--- src/rtl/loader_pkg.sv ---
// Shared types and framing constants for the boot-time instruction loader.
package loader_pkg;

    typedef enum logic [2:0] {
        IDLE, LEN_LO, LEN_HI, W_LO, W_HI, CHK, DONE, ERR
    } ldr_state_t;

    localparam int LW             = 16;
    localparam int LEN_BYTES      = 2;
    localparam int BYTES_PER_WORD = 2;

    // States in which a load is in progress and stream bytes are consumed.
    function automatic logic is_busy(ldr_state_t s);
        return (s == LEN_LO) || (s == LEN_HI) || (s == W_LO) || (s == W_HI) || (s == CHK);
    endfunction

endpackage

--- src/rtl/instr_loader.sv ---
// Unpacks a length-prefixed byte stream into W-bit words, writes them to instruction
// memory from address 0, verifies an XOR checksum and then releases the core from reset.
module instr_loader
    import loader_pkg::*;
#(
    parameter int D = 10,
    parameter int W = 9
) (
    input  logic         clk,
    input  logic         reset,
    input  logic         start,
    input  logic [7:0]   in_data,
    input  logic         in_valid,
    output logic         in_ready,
    output logic         im_wr_en,
    output logic [D-1:0] im_wr_addr,
    output logic [W-1:0] im_wr_data,
    output logic         core_reset,
    output logic         busy,
    output logic         load_done,
    output logic         err,
    output logic [2:0]   dbg_state
);

    localparam logic [LW-1:0] MAX_LEN = LW'(1) << D;

    ldr_state_t    state_q, state_d;
    logic [LW-1:0] len_q, len_d;
    logic [LW-1:0] len_full;
    logic [D:0]    count_q, count_d;
    logic [7:0]    chk_q, chk_d;
    logic [7:0]    lo_q, lo_d;
    logic          wr_en_d;
    logic [D-1:0]  wr_addr_d;
    logic [W-1:0]  wr_data_d;
    logic          accept;

    // Handshake: a byte moves only on a cycle where in_valid and in_ready are both high;
    // in_ready depends on state alone, so the producer never sees a combinational loop.
    assign in_ready  = is_busy(state_q);
    assign accept    = in_valid & in_ready;
    assign len_full  = {in_data, len_q[7:0]};
    assign dbg_state = state_q;

    always_comb begin
        state_d   = state_q;
        len_d     = len_q;
        count_d   = count_q + (D+1)'(im_wr_en);
        chk_d     = chk_q;
        lo_d      = lo_q;
        wr_en_d   = 1'b0;
        wr_addr_d = im_wr_addr;
        wr_data_d = im_wr_data;

        // The checksum byte itself is never folded into the running XOR.
        if (accept && state_q != CHK) begin
            chk_d = chk_q ^ in_data;
        end

        case (state_q)
            IDLE, DONE: begin
                if (start) begin
                    state_d = LEN_LO;
                    chk_d   = '0;
                    count_d = '0;
                end
            end
            LEN_LO: begin
                if (accept) begin
                    len_d   = {len_q[LW-1:8], in_data};
                    state_d = LEN_HI;
                end
            end
            LEN_HI: begin
                if (accept) begin
                    len_d = len_full;
                    if (len_full > MAX_LEN) begin
                        state_d = ERR;
                    end else if (len_full == '0) begin
                        state_d = CHK;
                    end else begin
                        state_d = W_LO;
                    end
                end
            end
            W_LO: begin
                if (accept) begin
                    lo_d    = in_data;
                    state_d = W_HI;
                end
            end
            W_HI: begin
                if (accept) begin
                    wr_en_d   = 1'b1;
                    wr_addr_d = count_q[D-1:0];
                    wr_data_d = W'({in_data[0], lo_q});
                    // The previous word's write has always retired by now, so count_q is current.
                    state_d   = (LW'(count_q) + LW'(1) == len_q) ? CHK : W_LO;
                end
            end
            CHK: begin
                if (accept) begin
                    state_d = (in_data == chk_q) ? DONE : ERR;
                end
            end
            default: state_d = state_q;
        endcase
    end

    always_ff @(posedge clk) begin
        if (reset) begin
            state_q    <= IDLE;
            len_q      <= '0;
            count_q    <= '0;
            chk_q      <= '0;
            lo_q       <= '0;
            im_wr_en   <= 1'b0;
            im_wr_addr <= '0;
            im_wr_data <= '0;
            core_reset <= 1'b1;
            busy       <= 1'b0;
            load_done  <= 1'b0;
            err        <= 1'b0;
        end else begin
            state_q    <= state_d;
            len_q      <= len_d;
            count_q    <= count_d;
            chk_q      <= chk_d;
            lo_q       <= lo_d;
            im_wr_en   <= wr_en_d;
            im_wr_addr <= wr_addr_d;
            im_wr_data <= wr_data_d;
            core_reset <= (state_d != DONE);
            busy       <= is_busy(state_d);
            load_done  <= (state_d == DONE);
            err        <= (state_d == ERR);
        end
    end

endmodule

--- config.mk ---
export PLATFORM = sky130hd
export DESIGN_NAME = instr_loader
export DESIGN_NICKNAME = d
export VERILOG_FILES = /design/src/rtl/loader_pkg.sv /design/src/rtl/instr_loader.sv
export SDC_FILE = /design/constraint.sdc
export NUM_CORES = 1
export LEC_CHECK = 0
export ABC_AREA = 0
export BUFFER_PORTS_ARGS = -buffer_cell sky130_fd_sc_hd__buf_4
export CAP_MARGIN = 0
export CORE_AREA = 5 5 85 87
export DETAILED_ROUTE_END_ITERATION = 10
export DIE_AREA = 0 0 90 92
export HOLD_SLACK_MARGIN = 0.02
export PLACE_DENSITY = 0.81
export SYNTH_ARGS = -nofsm -noshare
export SYNTH_HDL_FRONTEND = slang
export SYNTH_SLANG_ARGS = --single-unit
--- constraint.sdc ---
create_clock -name clk -period 2.4 [get_ports clk]
set_input_delay 0.48 -clock clk [delete_from_list [all_inputs] [get_ports clk]]
set_output_delay 0.48 -clock clk [all_outputs]
set_load 0.01 [all_outputs]
=== After elaboration in Yosys (flattened, before gate mapping) ===
Cells that the tools add are included.

* Register bits: 70
* Bits of input ports: 12
* Output and inout bits: 28
* Word-level logic and storage cells: 75

* Add/sub/neg operators: 2
* $lt $le $gt $ge: 1
* Eq/ne operators: 17
* Muxes and demuxes: 20
* Bitwise gates (word level): 5
* Reduce and logical (&&, ||, !) cells: 17

{| class="wikitable"
|+ Operator list
! kind !! number
|-
| 2-to-1 mux 8 bit || 4
|-
| one-hot mux 16 bit (2 select lines) || 1
|-
| 2-to-1 mux 3 bit || 9
|-
| 2-to-1 mux 11 bit || 2
|-
| equality test 3 bit (second input constant) || 7
|-
| one-hot mux 3 bit (6 select lines) || 1
|-
| equality test 12 x 16 -> 1 bit || 1
|-
| greater-than comparator 16 x 11 -> 1 bit (second input constant) || 1
|-
| zero test 16 bit || 1
|-
| 2-to-1 mux 16 bit || 1
|-
| adder 11 x 1 -> 12 bit (second input constant) || 1
|-
| equality test 3 x 2 -> 1 bit (second input constant) || 4
|-
| adder 11 x 1 -> 11 bit || 1
|-
| equality test 8 bit || 1
|-
| logical OR 1 bit || 8
|-
| XOR 8 bit || 1
|-
| equality test 3 x 1 -> 1 bit (second input constant) || 2
|-
| inequality test 3 bit (second input constant) || 2
|-
| AND reduction 3 bit || 2
|-
| AND reduction 2 bit || 2
|-
| OR reduction 2 bit || 2
|-
| zero test 3 bit || 1
|-
| NOT 1 bit || 3
|-
| 2-to-1 mux 1 bit || 2
|-
| other kinds (2) || 2
|}

=== Depth between registers and ports, before layout ===
* Word-level depth: 13
* Depth in mapped cells: 9
* Mapped depth without buffers: 8

=== Least setup slack after synthesis ===
Ideal clock, no wire load.

* Path kind: reg-to-reg
* From: register count_q[1]
* To: register core_reset
* Library setup time: 0.134 ns
* Arrival time: 2.307 ns
* Data required time: 2.266 ns
* Slack: -0.042 ns
* Stages on the path, launching flop included: 9
* Buffers on the path: 0
* Clock period less this slack: 2.442 ns
* Cell sequence: dfxtp_1 -> ha_1 -> nand3_1 -> o21a_1 -> or3_1 -> a31oi_1 -> nor4_1 -> a31o_1 -> or4b_1

* Cells in the longest elaborated chain, start to end: 6

{| class="wikitable"
|+ RTL lines
! what !! RTL line !! text
|-
| start: declaration || instr_loader.sv:30 || <nowiki>logic [D:0] count_q, count_d;</nowiki>
|-
| start signal: assignment || instr_loader.sv:127 || <nowiki>count_q <= count_d;</nowiki>
|-
| adder 11 x 1 -> 12 bit || instr_loader.sv:98 || <nowiki>state_d = (LW'(count_q) + LW'(1) == len_q) ? CHK : W_LO;</nowiki>
|-
| equality test 12 x 16 -> 1 bit || instr_loader.sv:98 ||
|-
| 2-to-1 mux 3 bit || instr_loader.sv:98 ||
|-
| 2-to-1 mux 3 bit || instr_loader.sv:93 || <nowiki>if (accept) begin</nowiki>
|-
| one-hot mux 3 bit (6 select lines) || instr_loader.sv:60 || <nowiki>case (state_q)</nowiki>
|-
| inequality test 3 bit || instr_loader.sv:133 || <nowiki>core_reset <= (state_d != DONE);</nowiki>
|-
| end signal: assignment || instr_loader.sv:133 ||
|-
| end: declaration || instr_loader.sv:18 || <nowiki>output logic core_reset,</nowiki>
|}

No other way between the ends.
A chain may end at the register's enable or synchronous reset.

=== Final worst setup path ===
* From: register count_q[2]
* To: register core_reset

The elaborated chain is that of the path after synthesis.

==> flow_summary.yaml <==
worst_setup_path:
  critPathMaxFanout: 7
  crit_arrival_ns: 2.55
  worstSetupEndpoint: "core_reset$_SDFF_PP1_"
  reg2regPathDepth: 8
  critical_path.startpoint_type: "register"
  regToRegSetupSlack_ns: 0.08
  crit-reg2reg-launch: "count_q[2]$_SDFF_PP0_"
  kind_of_critical_path: "register to register"
  rr_endpoint: "core_reset$_SDFF_PP1_"
  required_ns: 2.63
  critical_path.endpoint_type: "register"
  crit_start: "count_q[2]$_SDFF_PP0_"
final_layout:
  multi_input_comb_area_um2: 1790
  drive_above_1_share: 0.282
  nNetsFinal: 474
  antenna_cells_inserted: 0
  n_fill_cell: 488
  postLayoutCoreUtil: 0.667
  layout-area-overhead-vs-synth_pct: 31.4
  storage_element_area_um2: 1430
yosys:
  synth_edf_count: 0
  fraction_of_synthesized_area_in_multiplexers: 0.0251
  combinational_family_with_the_most_area_after_synthesis: "simple AND/OR/NAND/NOR gates"
  ys_ff_latch: 70
  post-synth-top-count-cell: "sky130_fd_sc_hd__nand2_1"
  synth_largest_area_cell: "sky130_fd_sc_hd__dfxtp_1"
  synth_ff_type: "sky130_fd_sc_hd__dfxtp_1"
  synth_simple_gate_area_share: 0.252
  synth_top_area_share: 0.440
  synth_adder_area_share: 0.0118
  yosysWarningCount: 0
  netlist_top_cells_area: "sky130_fd_sc_hd__dfxtp_1, sky130_fd_sc_hd__nand2_1, sky130_fd_sc_hd__xor2_1, sky130_fd_sc_hd__a21oi_1, sky130_fd_sc_hd__nor2_1"
  synthesis.area_um2: 3190
  synthesis.instances: 393
  count_of_cell_types_in_the_netlist: 46
  mappedNetlistNets: 408
  synth_sequential_area_ratio: 0.440
  synth_common_cells: "sky130_fd_sc_hd__nand2_1, sky130_fd_sc_hd__dfxtp_1, sky130_fd_sc_hd__a21oi_1, sky130_fd_sc_hd__nor2_1, sky130_fd_sc_hd__xor2_1"
  synth_compound_area_frac: 0.118
  synth_xor_area_frac: 0.102
  synthArstFlopShare: 0
  syn_avg_cell_area_um2: 8.11
die:
  fp.dieW_um: 90
  core-area_um2: 6280
  fp.dieArea_um2: 8280
  ios: 40
  std_cell_rows: 29
  die_height_um: 92
  floorplan.initialDensity: 0.508
global_routing:
  grt_pass1_vias: 2923
  maximum_number_of_pins_on_one_net_before_global_route_repair: 53
  grt.total_usage: 0.196
  globalRoute.totalOverflow: 0
  grt_pass1_wl_um: 13300
  grt_antenna_before_repair: 0
power:
  total_leakage_power_nw: 1.60
  vdd_ir_drop_max_v: 0.000540
  power_density_nw_per_um2: 622
drt:
  vias: 2970
  wl_um: 8200
  drt-initial-drc-count: 197
  first_pass_iters: 4
  viasPerCell: 5.49
  drtAntennaViolNets: 0
  drc_viols: 0
  routed_wire_length_per_instance_um: 15.2
status:
  outcome: "completed"
clock_network:
  htree_depth: 3
  cts_buffer_depth: 2
  clock-root-buffer: "sky130_fd_sc_hd__clkbuf_8"
  cts.clk_slew.worst_paths_ns: 0.07
  cts_sink_cnt: 70
  clk-insertion-delay-late_ns: 0.34
  cts_tree: "built"
  cts_inserted_buffers: 9
placed_design:
  place.port_buffers: 39
  pre_cts_ws_ns: -0.182
  gp_routability_congestion: 0.853
  dp_hpwl_um: 5520
sta:
  fmax_mhz: 430
  period_needed_ns: 2.32
  worst_pin_slew_ns: 0.620
  share_of_the_clock_period_used_by_the_worst_path_after_layout: 0.968
  finalHoldViolCount: 0
  setup_ws_ns: 0.0764
  maxSlewViolCount: 0
  timing.clock.skew_ns: 0.00401
  worst_slew_margin_rel: 0.587
  final_setup_violation_count: 0
run:
  max_cap_violations: 0
worst_hold_path:
  holdCritPathClass: "primary input to register"
[worst max-delay path: stages, from the launching register on]
cell and delay (ns):
sky130_fd_sc_hd__dfxtp_4 0.40, sky130_fd_sc_hd__nand4_4 0.12, sky130_fd_sc_hd__buf_4 0.17, sky130_fd_sc_hd__o21a_1 0.20, sky130_fd_sc_hd__or3_4 0.35, sky130_fd_sc_hd__a31oi_4 0.20, sky130_fd_sc_hd__nor4_4 0.08, sky130_fd_sc_hd__a31o_1 0.20
sky130_fd_sc_hd__or4b_1 0.49
[sequential cells by signal, summed over array words and instances (netlist names)]
| signal | count |
|---|---|
| busy | 1 |
| dbg_state | 3 |
| count_q | 11 |
| err | 1 |
| lo_q | 8 |
| chk_q | 8 |
| im_wr_data | 9 |
| core_reset | 1 |
| len_q | 16 |
| im_wr_addr | 10 |
| im_wr_en | 1 |
| load_done | 1 |
[area by class of cell]
type / count / area share
clock inverter: 6 / 0.0260
sequential: 70 / 0.341
timing repair buffer: 80 / 0.144
tap: 77 / 0.0230
multi-input combinational: 291 / 0.427
inverter: 7 / 0.00627
clock buffer: 10 / 0.0329
[worst min-delay path by stage]
stage,startpoint,endpoint,slack (ns),cells after the start
after global placement,lo_q[4]$_SDFFE_PP0P_,im_wr_data[4]$_SDFFE_PP0P_,0.44,2
after floorplan,lo_q[0]$_SDFFE_PP0P_,im_wr_data[0]$_SDFFE_PP0P_,0.43,2
final,in_data[6],len_q[6]$_SDFFE_PP0P_,0.43,3
after CTS,in_data[6],len_q[6]$_SDFFE_PP0P_,0.40,3
after global routing,in_data[7],len_q[7]$_SDFFE_PP0P_,0.41,3
after detailed placement,lo_q[6]$_SDFFE_PP0P_,im_wr_data[6]$_SDFFE_PP0P_,0.45,2
[layer usage]
layer,global-route usage,vias up,part of all wire,wire length (um)
li1,-,1455,-,-
met1,0.232,1389,0.41,3360
met2,0.335,106,0.50,4120
met3,0.0655,20,0.067,549
met4,0.0620,0,0.021,174
met5,0,-,0,0
[cell families (layout without fill, tap and decap cells)]
kind of cell / count (synthesis) / after routing
DFF: 70 / 70
muxes: 8 / 8
adders and majority gates: 3 / 3
AOI/OAI and AO/OA: 65 / 65
buffers and inverters: 32 / 103
xor gates and xnor gates: 37 / 37
and+or+nand+nor: 178 / 178
[metrics by stage]
stage	hold WS [ns]	cell area, um^2	total power [W]	cells	TNS (ns)
after global routing	0.408	4190	0.00271	541	-0.0306
after CTS	0.403	4000	0.00263	533	0
after detailed placement	0.448	3680	0.00147	515	-0.372
after global placement	0.441	3680	0.00146	515	-0.0613
after floorplan	0.432	3200	0.00138	393	0
final	0.428	4190	0.00261	541	0
[placed cells by master (no fill, tap or decap), types with 2 or more instances in the layout]
cell | Yosys | layout
sky130_fd_sc_hd__nand2_1 | 86 | 86
sky130_fd_sc_hd__mux2i_1 | 8 | 8
sky130_fd_sc_hd__clkbuf_8 | 0 | 10
sky130_fd_sc_hd__or4_1 | 2 | 2
sky130_fd_sc_hd__o21a_1 | 2 | 2
sky130_fd_sc_hd__nor4_1 | 8 | 5
sky130_fd_sc_hd__bufinv_16 | 0 | 3
sky130_fd_sc_hd__clkinv_2 | 0 | 2
sky130_fd_sc_hd__or3_1 | 3 | 2
sky130_fd_sc_hd__o21ai_0 | 6 | 4
sky130_fd_sc_hd__nand4_1 | 5 | 5
sky130_fd_sc_hd__inv_1 | 6 | 6
sky130_fd_sc_hd__a31oi_1 | 3 | 2
sky130_fd_sc_hd__ha_1 | 3 | 2
sky130_fd_sc_hd__buf_4 | 5 | 79
sky130_fd_sc_hd__and3_1 | 3 | 2
sky130_fd_sc_hd__o21ai_2 | 1 | 4
sky130_fd_sc_hd__nand3_1 | 15 | 12
sky130_fd_sc_hd__xor2_1 | 24 | 24
sky130_fd_sc_hd__nor2_1 | 38 | 38
sky130_fd_sc_hd__nor3_1 | 6 | 6
sky130_fd_sc_hd__dfxtp_4 | 0 | 6
sky130_fd_sc_hd__dfxtp_2 | 0 | 3
sky130_fd_sc_hd__xnor2_1 | 13 | 12
sky130_fd_sc_hd__dfxtp_1 | 70 | 61
sky130_fd_sc_hd__nand3_2 | 0 | 2
sky130_fd_sc_hd__nor4_2 | 0 | 2
sky130_fd_sc_hd__a21oi_1 | 40 | 40
sky130_fd_sc_hd__nor2b_1 | 3 | 3
[where the power goes]
| part | internal (W) | total (W) | switching [W] |
|---|---|---|---|
| sequential | 0.00118 | 0.00120 | 0.0000232 |
| clock | 0.000716 | 0.00115 | 0.000437 |
| combinational | 0.000105 | 0.000252 | 0.000147 |
| total | 0.00200 | 0.00261 | 0.000608 |
[what timing repair did]
item                                    in CTS  in global routing
buffers inserted                             2                  8
pin swaps                                    1                 11
endpoints found under the setup margin       4                  4
gates resized for setup                     15                 30
hold buffers                                 0                  0
(Power assumes the default switching activity.)
